`src/rtl/mem_port_arbiter_if.sv`:
```
// mem_port_arbiter_if: bundles the CPU port, the DMA/loader port and the
// shared single-port memory bus that the arbiter sits between.
//   cpu_* / dma_* : request/acknowledge handshakes with payload and read data
//   mem_*         : memory enable, write enable, address, data in/out
//   grant         : current owner (00 none, 01 CPU, 10 DMA)
// slave  : the arbiter's view (drives acks, rdata, mem_*, grant)
// master : the requesters' and memory's view
interface mem_port_arbiter_if #(
  parameter int ADDR_W = 64,
  parameter int DATA_W = 64
);
  logic              cpu_req;
  logic              cpu_we;
  logic [ADDR_W-1:0] cpu_addr;
  logic [DATA_W-1:0] cpu_wdata;
  logic [DATA_W-1:0] cpu_rdata;
  logic              cpu_ack;
  logic              cpu_stall;

  logic              dma_req;
  logic              dma_we;
  logic [ADDR_W-1:0] dma_addr;
  logic [DATA_W-1:0] dma_wdata;
  logic [DATA_W-1:0] dma_rdata;
  logic              dma_ack;

  logic              mem_en;
  logic              mem_we;
  logic [ADDR_W-1:0] mem_addr;
  logic [DATA_W-1:0] mem_wdata;
  logic [DATA_W-1:0] mem_rdata;

  logic [1:0]        grant;

  modport slave (
    input  cpu_req, cpu_we, cpu_addr, cpu_wdata,
    input  dma_req, dma_we, dma_addr, dma_wdata,
    input  mem_rdata,
    output cpu_rdata, cpu_ack, cpu_stall,
    output dma_rdata, dma_ack,
    output mem_en, mem_we, mem_addr, mem_wdata,
    output grant
  );

  modport master (
    output cpu_req, cpu_we, cpu_addr, cpu_wdata,
    output dma_req, dma_we, dma_addr, dma_wdata,
    output mem_rdata,
    input  cpu_rdata, cpu_ack, cpu_stall,
    input  dma_rdata, dma_ack,
    input  mem_en, mem_we, mem_addr, mem_wdata,
    input  grant
  );
endinterface

```
`src/rtl/mem_port_arbiter.sv`:
```
// mem_port_arbiter: shares one single-port memory between the CPU datapath
// and a DMA/loader port. Each access is IDLE -> WAIT (WAIT_STATES+1 cycles)
// -> DONE (one-cycle ack). Ties are broken round-robin against the last
// owner. cpu_stall holds the control unit until the CPU access completes.
// Ports:
//   clock : system clock, rising edge
//   reset : synchronous active-low reset
//   bus   : mem_port_arbiter_if.slave (CPU, DMA and memory signals)
module mem_port_arbiter #(
  parameter int ADDR_W      = 64,
  parameter int DATA_W      = 64,
  parameter int WAIT_STATES = 2
) (
  input logic               clock,
  input logic               reset,
  mem_port_arbiter_if.slave bus
);

  typedef enum logic [1:0] {S_IDLE, S_WAIT, S_DONE} state_t;

  localparam logic [3:0] CNT_INIT = 4'(WAIT_STATES);

  state_t            state_q, state_d;
  logic [3:0]        cnt_q, cnt_d;
  logic              last_dma_q, last_dma_d;   // 1: DMA was granted last
  logic              owner_dma_q, owner_dma_d; // owner of the current access
  logic              we_q, we_d;
  logic [ADDR_W-1:0] addr_q, addr_d;
  logic [DATA_W-1:0] wdata_q, wdata_d;
  logic [DATA_W-1:0] cpu_rdata_q, cpu_rdata_d;
  logic [DATA_W-1:0] dma_rdata_q, dma_rdata_d;
  logic              pick_dma;

  always_ff @(posedge clock) begin
    if (!reset) begin
      state_q     <= S_IDLE;
      cnt_q       <= '0;
      last_dma_q  <= 1'b1;
      owner_dma_q <= 1'b0;
      we_q        <= 1'b0;
      addr_q      <= '0;
      wdata_q     <= '0;
      cpu_rdata_q <= '0;
      dma_rdata_q <= '0;
    end else begin
      state_q     <= state_d;
      cnt_q       <= cnt_d;
      last_dma_q  <= last_dma_d;
      owner_dma_q <= owner_dma_d;
      we_q        <= we_d;
      addr_q      <= addr_d;
      wdata_q     <= wdata_d;
      cpu_rdata_q <= cpu_rdata_d;
      dma_rdata_q <= dma_rdata_d;
    end
  end

  always_comb begin
    state_d     = state_q;
    cnt_d       = cnt_q;
    last_dma_d  = last_dma_q;
    owner_dma_d = owner_dma_q;
    we_d        = we_q;
    addr_d      = addr_q;
    wdata_d     = wdata_q;
    cpu_rdata_d = cpu_rdata_q;
    dma_rdata_d = dma_rdata_q;
    pick_dma    = 1'b0;

    case (state_q)
      S_IDLE: begin
        if (bus.cpu_req || bus.dma_req) begin
          // DMA wins when alone, or on a tie when the CPU was served last.
          pick_dma    = bus.dma_req && (!bus.cpu_req || !last_dma_q);
          owner_dma_d = pick_dma;
          last_dma_d  = pick_dma;
          we_d        = pick_dma ? bus.dma_we    : bus.cpu_we;
          addr_d      = pick_dma ? bus.dma_addr  : bus.cpu_addr;
          wdata_d     = pick_dma ? bus.dma_wdata : bus.cpu_wdata;
          cnt_d       = CNT_INIT;
          state_d     = S_WAIT;
        end
      end
      S_WAIT: begin
        if (cnt_q != 4'd0) begin
          cnt_d = cnt_q - 4'd1;
        end else begin
          // Memory read data is valid in the last WAIT cycle.
          if (!we_q) begin
            if (owner_dma_q) dma_rdata_d = bus.mem_rdata;
            else             cpu_rdata_d = bus.mem_rdata;
          end
          state_d = S_DONE;
        end
      end
      S_DONE:  state_d = S_IDLE;
      default: state_d = S_IDLE;
    endcase
  end

  assign bus.mem_en    = (state_q == S_WAIT);
  assign bus.mem_we    = (state_q == S_WAIT) && we_q;
  assign bus.mem_addr  = addr_q;
  assign bus.mem_wdata = wdata_q;
  assign bus.grant     = (state_q == S_IDLE) ? 2'b00 :
                         (owner_dma_q ? 2'b10 : 2'b01);
  assign bus.cpu_ack   = (state_q == S_DONE) && !owner_dma_q;
  assign bus.dma_ack   = (state_q == S_DONE) &&  owner_dma_q;
  assign bus.cpu_stall = bus.cpu_req && !bus.cpu_ack;
  assign bus.cpu_rdata = cpu_rdata_q;
  assign bus.dma_rdata = dma_rdata_q;

endmodule
```
`src/flat_wrapper.sv`:
```
// flat-port wrapper written by rule: the top's interface ports become plain ports
module mem_port_arbiter_flat 
#(
  parameter int ADDR_W      = 64,
  parameter int DATA_W      = 64,
  parameter int WAIT_STATES = 2
)
  (clock, reset, bus_cpu_req, bus_cpu_we, bus_cpu_addr, bus_cpu_wdata, bus_dma_req, bus_dma_we, bus_dma_addr, bus_dma_wdata, bus_mem_rdata, bus_cpu_rdata, bus_cpu_ack, bus_cpu_stall, bus_dma_rdata, bus_dma_ack, bus_mem_en, bus_mem_we, bus_mem_addr, bus_mem_wdata, bus_grant);
  mem_port_arbiter_if #(.ADDR_W(ADDR_W), .DATA_W(DATA_W)) bus_i ();
  input logic clock;
  input logic reset;
  input wire logic [$bits(bus_i.cpu_req)-1:0] bus_cpu_req;
  input wire logic [$bits(bus_i.cpu_we)-1:0] bus_cpu_we;
  input wire logic [$bits(bus_i.cpu_addr)-1:0] bus_cpu_addr;
  input wire logic [$bits(bus_i.cpu_wdata)-1:0] bus_cpu_wdata;
  input wire logic [$bits(bus_i.dma_req)-1:0] bus_dma_req;
  input wire logic [$bits(bus_i.dma_we)-1:0] bus_dma_we;
  input wire logic [$bits(bus_i.dma_addr)-1:0] bus_dma_addr;
  input wire logic [$bits(bus_i.dma_wdata)-1:0] bus_dma_wdata;
  input wire logic [$bits(bus_i.mem_rdata)-1:0] bus_mem_rdata;
  output wire logic [$bits(bus_i.cpu_rdata)-1:0] bus_cpu_rdata;
  output wire logic [$bits(bus_i.cpu_ack)-1:0] bus_cpu_ack;
  output wire logic [$bits(bus_i.cpu_stall)-1:0] bus_cpu_stall;
  output wire logic [$bits(bus_i.dma_rdata)-1:0] bus_dma_rdata;
  output wire logic [$bits(bus_i.dma_ack)-1:0] bus_dma_ack;
  output wire logic [$bits(bus_i.mem_en)-1:0] bus_mem_en;
  output wire logic [$bits(bus_i.mem_we)-1:0] bus_mem_we;
  output wire logic [$bits(bus_i.mem_addr)-1:0] bus_mem_addr;
  output wire logic [$bits(bus_i.mem_wdata)-1:0] bus_mem_wdata;
  output wire logic [$bits(bus_i.grant)-1:0] bus_grant;
  assign bus_i.cpu_req = bus_cpu_req;
  assign bus_i.cpu_we = bus_cpu_we;
  assign bus_i.cpu_addr = bus_cpu_addr;
  assign bus_i.cpu_wdata = bus_cpu_wdata;
  assign bus_i.dma_req = bus_dma_req;
  assign bus_i.dma_we = bus_dma_we;
  assign bus_i.dma_addr = bus_dma_addr;
  assign bus_i.dma_wdata = bus_dma_wdata;
  assign bus_i.mem_rdata = bus_mem_rdata;
  assign bus_cpu_rdata = bus_i.cpu_rdata;
  assign bus_cpu_ack = bus_i.cpu_ack;
  assign bus_cpu_stall = bus_i.cpu_stall;
  assign bus_dma_rdata = bus_i.dma_rdata;
  assign bus_dma_ack = bus_i.dma_ack;
  assign bus_mem_en = bus_i.mem_en;
  assign bus_mem_we = bus_i.mem_we;
  assign bus_mem_addr = bus_i.mem_addr;
  assign bus_mem_wdata = bus_i.mem_wdata;
  assign bus_grant = bus_i.grant;
  mem_port_arbiter #(.ADDR_W(ADDR_W), .DATA_W(DATA_W), .WAIT_STATES(WAIT_STATES)) u_core (.clock(clock), .reset(reset), .bus(bus_i));
endmodule
```
`config.mk`:
```
export PLATFORM = sky130hd
export DESIGN_NAME = mem_port_arbiter_flat
export DESIGN_NICKNAME = d
export VERILOG_FILES = /design/src/rtl/mem_port_arbiter_if.sv /design/src/rtl/mem_port_arbiter.sv /design/src/flat_wrapper.sv
export SDC_FILE = /design/constraint.sdc
export NUM_CORES = 1
export LEC_CHECK = 0
export ABC_AREA = 1
export CORE_AREA = 5 5 223 225
export DETAILED_ROUTE_END_ITERATION = 16
export DIE_AREA = 0 0 228 230
export SKIP_CTS_REPAIR_TIMING = 1
export SLEW_MARGIN = 10
export SYNTH_ARGS = -nofsm -noshare
export SYNTH_HDL_FRONTEND = slang
export SYNTH_SLANG_ARGS = --single-unit
```
`constraint.sdc`:
```
create_clock -name clock -period 2.2 [get_ports clock]
set_clock_uncertainty 0.15 [all_clocks]
set_input_delay 0.55 -clock clock [delete_from_list [all_inputs] [get_ports clock]]
set_output_delay 0.55 -clock clock [all_outputs]
set_load 0.03 [all_outputs]
```
==> results <==
layout make-up:
cell class	count	share of cell area
Antenna cell	6	0.000776
Clock inverter	10	0.00673
Timing Repair Buffer	661	0.380
Multi-Input combinational cell	945	0.243
Sequential cell	265	0.275
Tap cell	615	0.0398
Clock buffer	50	0.0518
Inverter	15	0.00311
stage by stage:
step                 util  total power [W]  cells  hold slack [ps]
floorplan               -          0.00852   1342              276
global placement    0.370           0.0110   2498              290
detailed placement  0.370           0.0111   2498              297
CTS                 0.394           0.0168   2558              153
global route        0.408           0.0173   2566              175
finish              0.408           0.0166   2567              184
report_power, final:
group / internal (W) / total [W] / switching, W
clock: 0.00341 / 0.00567 / 0.00226
combinational: 0.00206 / 0.00524 / 0.00318
sequential: 0.00536 / 0.00568 / 0.000318
kinds of logic after synthesis:
family,Yosys count,share of synthesized area
DFF,265,0.492
buffers and inverters,132,0.0743
and+or+nand+nor,550,0.248
AOI/OAI and AO/OA,393,0.183
adders and majority gates,2,0.00232
critical path: stages, from the launching register on:
cell and delay [ps]:
dfxtp_2 330, inv_2 50, nor2_4 150, inv_1 70, nor2_1 100, buf_4 180
layer usage:
layer  vias up  part of all wire  global-route usage
met5         -           0.00042                   0
met2       462              0.49               0.305
li1       5727                 -                   -
met1      5596              0.39               0.210
met3       103             0.084              0.0617
met4         4             0.034              0.0688
cell usage after synthesis:
master	n	area, µm²
nor3_1	6	30.0
o21ai_0	98	490
nand2_2	1	6.26
o22ai_1	2	12.5
a21oi_1	68	340
nor2_4	3	33.8
nor3_2	60	601
or2_2	1	6.26
buf_6	25	282
nor2_1	202	758
inv_1	11	41.3
dfxtp_1	265	5310
clkbuf_1	46	173
nor2_8	1	20.0
ha_1	2	25.0
nand4_1	64	400
nand3_2	1	10.0
buf_4	20	150
buf_8	1	15.0
o21ai_2	1	8.76
nand2_1	206	773
nand2_4	1	11.3
buf_2	25	125
inv_2	4	15.0
o21ai_1	224	1120
nand3_1	4	20.0
sequential cells by signal, summed over array words and instances, names as in the netlist:
name	flops
u_core.last_dma_q	1
u_core.bus.mem_wdata	64
u_core.bus.mem_addr	64
u_core.we_q	1
u_core.bus.cpu_rdata	64
u_core.bus.dma_rdata	64
u_core.state_q	2
u_core.owner_dma_q	1
u_core.cnt_q	4
worst max path at each step:
| stage | start | end | slack (ps) |
|---|---|---|---|
| 6_report | u_core.state_q[0] | bus_mem_we | 90 |
| 5_1_grt | u_core.state_q[0] | bus_mem_we | 1 |
| 4_1_cts | u_core.owner_dma_q | bus_grant[1] | -430 |
| 3_5_place_dp | bus_cpu_req | u_core.bus.mem_wdata[61] | -180 |
| 3_3_place_gp | bus_dma_req | u_core.bus.mem_wdata[61] | -190 |
| 2_1_floorplan | u_core.state_q[0] | bus_mem_we | 130 |
==> impl_results.md <==
- Status: complete, no violations
- Die Wd: about 230 µm
- Initial antenna violation count: 7
- Total of warnings raised by yosys: 0
- Global Route Usage Sum: 0.180
- # nets final: around 2300
- RSZ-0062 raised after global routing: false
- Reg2reg start: u_core.cnt_q[0]
- First-pass iteration count of the detailed router: 5
- Num CTS Buffers: 34
- Largest net degree at the start of global routing: 68
- Hold path depth: 3
- Clock-pin slew on the worst setup and hold paths: 50 ps
- Synthesized area per cell: roughly 8 µm²
- FP Rows: 80
- CP Class: flop to primary output
- Setup crit start kind: flop
- Starting Density: 0.228
- Syn Inst Count: roughly 1300
- WL per Instance: slightly below 20 µm
- Cell area after layout: a little under 20000 µm²
- Type of the tightest min-delay check: primary input to flop
- Worst Setup End Kind: primary output
- Layout cell share with drive strength beyond 1: 0.110
- Clock root cell: clkbuf_16
- Most common cell after layout, fill and taps aside: clkdlybuf4s50_1
- Most frequent cells in the layout: clkdlybuf4s50_1 (324), dfxtp_1 (262), dlymetal6s2s_1 (256)
- GRT overflow: 0
- R2R depth: 8
- Area of the core: approximately 47000 µm²
- Slew HR: 0.581
- Worst-margin pin slew: between 600 and 700 ps
- Crit-path max FO: 4
- Pre-CTS WS: -184 ps
- Clk buf depth: 3
- Period utilization: 0.960
- Area occupied by multi-input gates: about 4700 µm²
- PD cells: between 800 and 900 nW/µm²
- CP Data Arrival Time: between 1000 and 1500 ps
- Remaining antenna violation count after routing: 0
- Placed inst area: 17500 µm²
- Vert. Die Dim: around 230 µm
- DRC Markers: 0
- Final setup violation count: 0
- Syn-to-layout area delta: 79.5%
- First-pass GRT wire length: between 70 and 80 mm
- Synth Net Count: between 1500 and 2000
- Vias per inst: 4.63
- Max Cap Violations: 0
- Final Routed Wirelength: approximately 50 mm
- GPL Wtd Cong: about 0.90
- # H-tree levels: 2
- Hold Crit Start: reset
- Synthesized area: between 10000 and 15000 µm²
- Seq cells post-synth: approximately 270
- Hpwl dp: between 30 and 40 mm
- Hold Path End: u_core.cnt_q[0]
- Unique masters post-synth: 26
- Vias in the first global route: approximately 12000
- Reg2Reg Capture Point: u_core.bus.cpu_rdata[53]
- Skew-Pair Late Insertion Delay: 540 ps
- DR vias: approximately 12000
- Fin Setup TNS: 0 ps
- Port bufs: a little under 600
- Final Hold Vio Count: 0
- Peak supply drop: about 0.53 mV
- Slew Viols, Final: 0
- Fillers: 4706
- Worst setup margin: 88.8 ps
- CTS sink cnt: about 270
- CP required: about 1500 ps
- Drt first-iter violations: between 800 and 900
- Clock period minus worst slack: around 2100 ps
- Part of the Yosys area used for sequential elements: 0.492
- FF/Latch Area: 5310 µm²
- Leak Pwr: 11.1 nW
- R2r setup slk: approximately 280 ps
- Die area: between 50000 and 60000 µm²
- Max frequency: between 400 and 500 MHz
- CTS tree: yes
- Ports: about 600
No activity file was read; power rests on OpenSTA's default activity.
